===== src/rtl/irq_controller.sv =====
// Vectored interrupt controller: pending/mask/in-service registers, fixed priority with
// optional nesting, and a toggle-per-interrupt handshake towards the core.
module irq_controller #(
    parameter int unsigned CHANNELS = 8,
    parameter logic [7:0]  VBASE    = 8'd8,
    parameter logic [15:0] IO_BASE  = 16'h0020
) (
    input  logic                clock,
    input  logic                reset,
    input  logic [15:0]         port_a,
    input  logic                port_w,
    input  logic                port_r,
    input  logic [7:0]          port_o,
    output logic [7:0]          port_i,
    input  logic [CHANNELS-1:0] irq_req,
    output logic                irq,
    output logic [7:0]          irq_in
);

    logic [CHANNELS-1:0] r_pend;
    logic [CHANNELS-1:0] r_mask;
    logic [CHANNELS-1:0] r_isr;
    logic [1:0]          r_ctrl;
    logic                r_irq;
    logic [7:0]          r_irq_in;
    logic [7:0]          r_port_i;

    logic [15:0]         w_off;
    logic                w_wr_eoi;
    logic                w_wr_mask;
    logic                w_wr_ctrl;
    logic                w_rd_hit;
    logic [7:0]          w_rd_data;

    logic [CHANNELS-1:0] w_avail;
    logic [CHANNELS-1:0] w_cand_oh;
    logic [2:0]          w_cand_idx;
    logic                w_cand_vld;
    logic [CHANNELS-1:0] w_isr_oh;
    logic [2:0]          w_isr_idx;
    logic                w_isr_vld;
    logic                w_deliver;
    logic [7:0]          w_vec;
    logic [CHANNELS-1:0] w_pend_d;
    logic [CHANNELS-1:0] w_isr_d;

    assign w_off     = port_a - IO_BASE;
    assign w_wr_eoi  = port_w && (w_off == 16'd0);
    assign w_wr_mask = port_w && (w_off == 16'd1);
    assign w_wr_ctrl = port_w && (w_off == 16'd4);

    // Offset 0 is write-only, so reads there count as undecoded.
    always_comb begin
        w_rd_hit  = port_r;
        w_rd_data = 8'h00;
        case (w_off)
            16'd1:   w_rd_data = 8'(r_mask);
            16'd2:   w_rd_data = 8'(r_pend);
            16'd3:   w_rd_data = 8'(r_isr);
            16'd4:   w_rd_data = {6'd0, r_ctrl};
            default: w_rd_hit  = 1'b0;
        endcase
    end

    assign w_avail = r_pend & ~r_mask;

    always_comb begin
        w_cand_oh  = '0;
        w_cand_idx = 3'd0;
        w_cand_vld = 1'b0;
        w_isr_oh   = '0;
        w_isr_idx  = 3'd0;
        w_isr_vld  = 1'b0;
        for (int i = 0; i < int'(CHANNELS); i++) begin
            if (!w_cand_vld && w_avail[i]) begin
                w_cand_vld   = 1'b1;
                w_cand_oh[i] = 1'b1;
                w_cand_idx   = 3'(i);
            end
            if (!w_isr_vld && r_isr[i]) begin
                w_isr_vld   = 1'b1;
                w_isr_oh[i] = 1'b1;
                w_isr_idx   = 3'(i);
            end
        end
    end

    // Nesting lets a strictly higher-priority channel pre-empt the one in service.
    assign w_deliver = r_ctrl[1] && w_cand_vld &&
                       (!w_isr_vld || (r_ctrl[0] && (w_cand_idx < w_isr_idx)));
    assign w_vec     = VBASE + {5'd0, w_cand_idx};

    // A request landing on its own delivery edge survives via the OR.
    assign w_pend_d = (r_pend & ~(w_deliver ? w_cand_oh : '0)) | irq_req;
    assign w_isr_d  = (r_isr & ~(w_wr_eoi ? w_isr_oh : '0)) | (w_deliver ? w_cand_oh : '0);

    always_ff @(posedge clock or posedge reset) begin
        if (reset) begin
            r_pend   <= '0;
            r_mask   <= '0;
            r_isr    <= '0;
            r_ctrl   <= 2'b10;
            r_irq    <= 1'b0;
            r_irq_in <= 8'h00;
            r_port_i <= 8'h00;
        end else begin
            r_pend <= w_pend_d;
            r_isr  <= w_isr_d;
            if (w_wr_mask) begin
                r_mask <= port_o[CHANNELS-1:0];
            end
            if (w_wr_ctrl) begin
                r_ctrl <= port_o[1:0];
            end
            if (w_deliver) begin
                r_irq    <= ~r_irq;
                r_irq_in <= w_vec;
            end
            if (w_rd_hit) begin
                r_port_i <= w_rd_data;
            end
        end
    end

    assign port_i = r_port_i;
    assign irq    = r_irq;
    assign irq_in = r_irq_in;

endmodule

===== config.mk =====
export PLATFORM = sky130hd
export DESIGN_NAME = irq_controller
export DESIGN_NICKNAME = d
export VERILOG_FILES = /design/src/rtl/irq_controller.sv
export SDC_FILE = /design/constraint.sdc
export NUM_CORES = 1
export LEC_CHECK = 0
export CAP_MARGIN = 20
export CORE_UTILIZATION = 50
export DETAILED_ROUTE_END_ITERATION = 7
export PLACE_DENSITY_LB_ADDON = 0.3
export REMOVE_ABC_BUFFERS = 1
export SLEW_MARGIN = 20
export SYNTH_ARGS = -nofsm -noshare
export SYNTH_HDL_FRONTEND = slang
export SYNTH_SLANG_ARGS = --single-unit

===== constraint.sdc =====
create_clock -name clock -period 3.1 [get_ports clock]
set_input_delay 0.465 -clock clock [delete_from_list [all_inputs] [get_ports clock]]
set_output_delay 0.465 -clock clock [all_outputs]
set_load 0.02 [all_outputs]

Word level (Yosys, flattened, before mapping). Cells that the tools add are included. W data, S select, Z words.

$add $sub $neg: 2. $lt $le $gt $ge: 1. Equality and inequality tests: 4. Muxes and demuxes: 48. Bitwise operators: 9. Reductions and logical operators: 38.

Operators by type and width (count): $mux W3 (12); $mux W1 (33); $eq A16 B2 Y1 const B (2); $pmux W8 S4 (1); $and A8 B8 Y8 (3); $not A8 Y8 (3); $logic_and A1 B1 Y1 (20); $eq A16 B1 Y1 const B (1); $eq A16 B3 Y1 const B (1); $logic_not A16 Y1 (1); $mux W8 (2); $or A8 B8 Y8 (2); $sub A16 B6 Y16 const B (1); $logic_not A1 Y1 (15); $add A4 B3 Y5 const A (1); $reduce_or A4 Y1 (1); $lt A3 B3 Y1 (1); $logic_or A1 B1 Y1 (1); $not A1 Y1 (1).

Bits in registers: 43. Output and inout bits: 17. Logic and storage cells: 109.

Longest topological paths before layout.
Depth in word-level cells: 32. Gate-level depth with buffers: 12. Mapped depth without buffers: 11.

Worst setup path before layout. No wires, ideal clock.

Kind: register -> register. From: register r_mask[1]. To: register r_isr[0]. Library setup time: 0.121 ns. Data arrival time: 2.520 ns. Required time: 2.979 ns. Slack: 0.459 ns. Cell stages (with the launch flop): 12. Buffers on the path: 1. Path through: dfrtp_1 nand2b_1 nand4_1 nor3b_2 or2_2 ha_1 o21ai_0 a22oi_1 o31ai_4 and2_1 buf_2 a22o_1.

Longest elaborated chain between the ends: 28. Elaborated cells on any way between the ends: 36. Those cells by class: order compare: 1; mux: 15; bitwise: 3; reduce/logical: 17.

Ends and longest elaborated chain: start: declaration (RTL line 21) `logic [CHANNELS-1:0] r_mask;`; start signal: assignment (RTL line 110) `r_mask <= port_o[CHANNELS-1:0];`; $not A8 Y8 * (RTL line 65) `assign w_avail = r_pend & ~r_mask;`; $and A8 B8 Y8 * (RTL line 65); $logic_and A1 B1 Y1 * (RTL line 75) `if (!w_cand_vld && w_avail[i]) begin`; $mux W1 * (RTL line 75); $logic_not A1 Y1 (RTL line 75); $logic_and A1 B1 Y1 (RTL line 75); $mux W1 (RTL line 75); $logic_not A1 Y1 (RTL line 75); [14 not listed]; named net w_cand_idx[1] (RTL line 37) `logic [2:0] w_cand_idx;`; $lt A3 B3 Y1 * (RTL line 90) `(!w_isr_vld || (r_ctrl[0] && (w_cand_idx < w_isr_idx)));`; $logic_and A1 B1 Y1 * (RTL line 90); $logic_or A1 B1 Y1 * (RTL line 90); $logic_and A1 B1 Y1 * (RTL line 89) `assign w_deliver = r_ctrl[1] && w_cand_vld &&`; $mux W8 * (RTL line 95) `assign w_isr_d = (r_isr & ~(w_wr_eoi ? w_isr_oh : '0)) | (w_deliver ? w_cand_oh : '0);`; $or A8 B8 Y8 * (RTL line 95); named net w_isr_d[0] (RTL line 45) `logic [CHANNELS-1:0] w_isr_d;`; end signal: assignment (RTL line 108) `r_isr <= w_isr_d;`; end: declaration (RTL line 22) `logic [CHANNELS-1:0] r_isr;`.

The timed path passes the listed nets; every way through them passes the cells marked *. A chain may end at the register's enable or synchronous reset.

Worst setup path after layout. Ends and elaborated chain as after synthesis.

==> flow_summary.json <==
{
  "outcome": "finished clean",
  "p_leak_nw": 1.21,
  "synth_xor_xnor_area_share": 0.0117,
  "ir_worst_vdd_mv": 0.237,
  "finClkSkew_ps": 8.95,
  "rsz0062_at_grt": "false",
  "slew-limit-headroom": 0.662,
  "core_um2": 4140,
  "die_h_um": 68.9,
  "synth_mux_area_frac": 0.0944,
  "rows": 23,
  "synth_top_flop_cell": "dfrtp_1",
  "synth_cells": 231,
  "grt_overflow_total": 0,
  "arrival_ps": 3070,
  "synth_top_family_by_area": "simple AND/OR/NAND/NOR gates",
  "path_clk_slew_ps": 80,
  "drtIter0Drc": 116,
  "crit_slowest_cell": "dfrtp_1",
  "hp-class": "flip-flop to flip-flop",
  "ys_seq_area_frac": 0.436,
  "grtUsageTotal": 0.248,
  "syn-cell-area_um2": 2240,
  "start_util": 0.540,
  "fmax_ghz": 0.346,
  "gp_congestion": 0.888,
  "dieArea_um2": 4750,
  "synth_compound_area_frac": 0.166,
  "finalSetupViolCount": 0,
  "cts_max_level": 2,
  "pin_count": 53,
  "finalCritPeriodShare": 0.931,
  "post-cts-setup-buffers": 0,
  "final_nets": 331,
  "layout_commonest_cell": "clkdlybuf4s50_1",
  "post_synth.cell_area_avg_um2": 9.70,
  "worst_pin_slew_ps": 508,
  "yosysWarnings": 0,
  "fin_setup_tns_ps": 0,
  "cts_tree": "built",
  "clk_latency_ps": 300,
  "cp_max_fo": 6,
  "areaGrowthSynthToFinish_pct": 31.1,
  "avgRoutedWirePerCell_um": 15.4,
  "cts_resized": 0,
  "final_max_slew_viol_count": 0,
  "num-fill-cells": 333,
  "num_vias": 2019,
  "setup.worst_path.start_class": "flip-flop",
  "power_density_nw_per_um2": 353,
  "synth-edff-count": 0,
  "crit_chain": "nand2b_1 > nand4_1 > nor3b_2 > or2_2 > ha_1 > o21ai_0 > a22oi_1 > o31ai_4 > and2_1 > a22o_1",
  "post-route-util": 0.709,
  "drcViolationCount": 0,
  "clockBufferDepth": 2,
  "port_buffers": 48,
  "grt_pass1_vias": 1871,
  "antennaDiodeCount": 0,
  "p_total_mw": 1.04,
  "grt_pass1_wl_um": 8510,
  "via_per_inst": 5.89,
  "hold_violations": 0,
  "cp_slowest_stage_delay_ps": 440,
  "crit_required_ps": 3290,
  "critical_path_class": "flip-flop to flip-flop",
  "maxCapViolCount": 0,
  "synthAdderAreaFrac": 0.0168,
  "synth-seq-cells": 39,
  "firstDrtPassIters": 4,
  "cts_made_buffers": 5,
  "mostFrequentLayoutCells": "clkdlybuf4s50_1 (48), dfrtp_1 (38), nor2_1 (27), nand2_1 (21), mux2_2 (17)",
  "grt_max_degree": 40,
  "clk_root_buffer_cell": "clkbuf_8",
  "antenna_found_initial": 0,
  "final_cell_count_no_fill": 343,
  "synth.distinct_cells": 53,
  "place_hpwl_um": 4070,
  "cts_sinks": 39,
  "synth-simple-area-share": 0.235,
  "ant_nets": 0,
  "period_minus_slack_ps": 2890,
  "worstSetupEndpointType": "flip-flop",
  "drive_gt1_frac": 0.167,
  "dp.cells": 335,
  "synthArstFlopShare": 1.00,
  "dieWidth_um": 68.9,
  "cts_hold_buf": 0,
  "wl_um": 5270
}
## routing by layer
layer,GRT usage,up-vias,wire length (um)
met5,0,-,0
met4,0.0740,0,72
met3,0.0510,10,323
met2,0.398,84,2540
met1,0.336,960,2340
li1,-,965,-
## Yosys cell counts (2+ instances only)
| cell type | instances | area (um^2) |
|---|---|---|
| a22o_1 | 2 | 17.5 |
| buf_2 | 3 | 15.0 |
| mux2i_1 | 2 | 20.0 |
| nor2_1 | 27 | 101 |
| a31oi_1 | 9 | 56.3 |
| nand3_1 | 4 | 20.0 |
| buf_4 | 4 | 30.0 |
| or2b_2 | 2 | 17.5 |
| o32ai_1 | 2 | 17.5 |
| o31ai_1 | 6 | 45.0 |
| o21ai_0 | 11 | 55.1 |
| nor2b_1 | 8 | 50.1 |
| ha_1 | 3 | 37.5 |
| nand2_1 | 21 | 78.8 |
| mux2_2 | 17 | 191 |
| inv_1 | 5 | 18.8 |
| a21oi_1 | 7 | 35.0 |
| or4_1 | 2 | 15.0 |
| a22oi_1 | 9 | 67.6 |
| dfrtp_1 | 38 | 951 |
| nor3_1 | 9 | 45.0 |
| nand2b_1 | 8 | 50.1 |
| xor2_1 | 2 | 17.5 |
## stage by stage
| step | hold slack [ps] | cell area (um^2) | setup slack [ps] |
|---|---|---|---|
| after floorplan | 468 | 2180 | 118 |
| after global placement | 449 | 2820 | -35.1 |
| after detailed placement | 462 | 2820 | -90.6 |
| after CTS | 480 | 2940 | 214 |
| after global routing | 488 | 2940 | 45.3 |
| final | 477 | 2940 | 213 |
## final timing paths
path | start | end | slack, ps | cells past startpoint
min in group asynchronous | reset | port_i[7] | 580 | 3
min | irq_in[3] | irq_in[3] | 480 | 1
max | r_mask[1] | r_isr[0] | 210 | 10
min reg2reg | irq_in[3] | irq_in[3] | 480 | 1
max reg2reg | r_mask[1] | r_isr[0] | 210 | 10
max in group asynchronous | reset | r_ctrl[1] | 2130 | 3
## cell type report
| cell class | count | area (um^2) | area share |
|---|---|---|---|
| timing repair buffer | 61 | 578 | 0.197 |
| tap | 50 | 62.6 | 0.0213 |
| clock inverter | 3 | 43.8 | 0.0149 |
| clock buffer | 5 | 68.8 | 0.0234 |
| multi-input combinational | 180 | 1190 | 0.404 |
| sequential | 39 | 977 | 0.333 |
| inverter | 5 | 18.8 | 0.00639 |
## critical path: cells and delay by family, from the launching register on
kind / cells / cell delay [ps]
AOI/OAI and AO/OA: 4 / 880
and+or+nand+nor: 5 / 1200
adders and majority gates: 1 / 280
DFF: 1 / 440
## sequential cells by signal (all words and copies together) (netlist names)
register,flops
r_mask,8
irq_in,4
irq,1
port_i,8
r_ctrl,2
r_pend,8
r_isr,8
## power by group
| part | switching (mW) | leakage (nW) | internal [mW] |
|---|---|---|---|
| Clock | 0.191 | 0.0581 | 0.240 |
| Sequential | 0.000174 | 0.463 | 0.508 |
| Combinational | 0.0419 | 0.687 | 0.0552 |
## logic make-up after synthesis
logic type,count (synthesis)
muxes,19
xor gates and xnor gates,3
and+or+nand+nor,97
buffers and inverters,15
AOI/OAI and AO/OA,54
adders and majority gates,3
other,1
DFF,39
No activity file was read; power rests on OpenSTA's default activity.
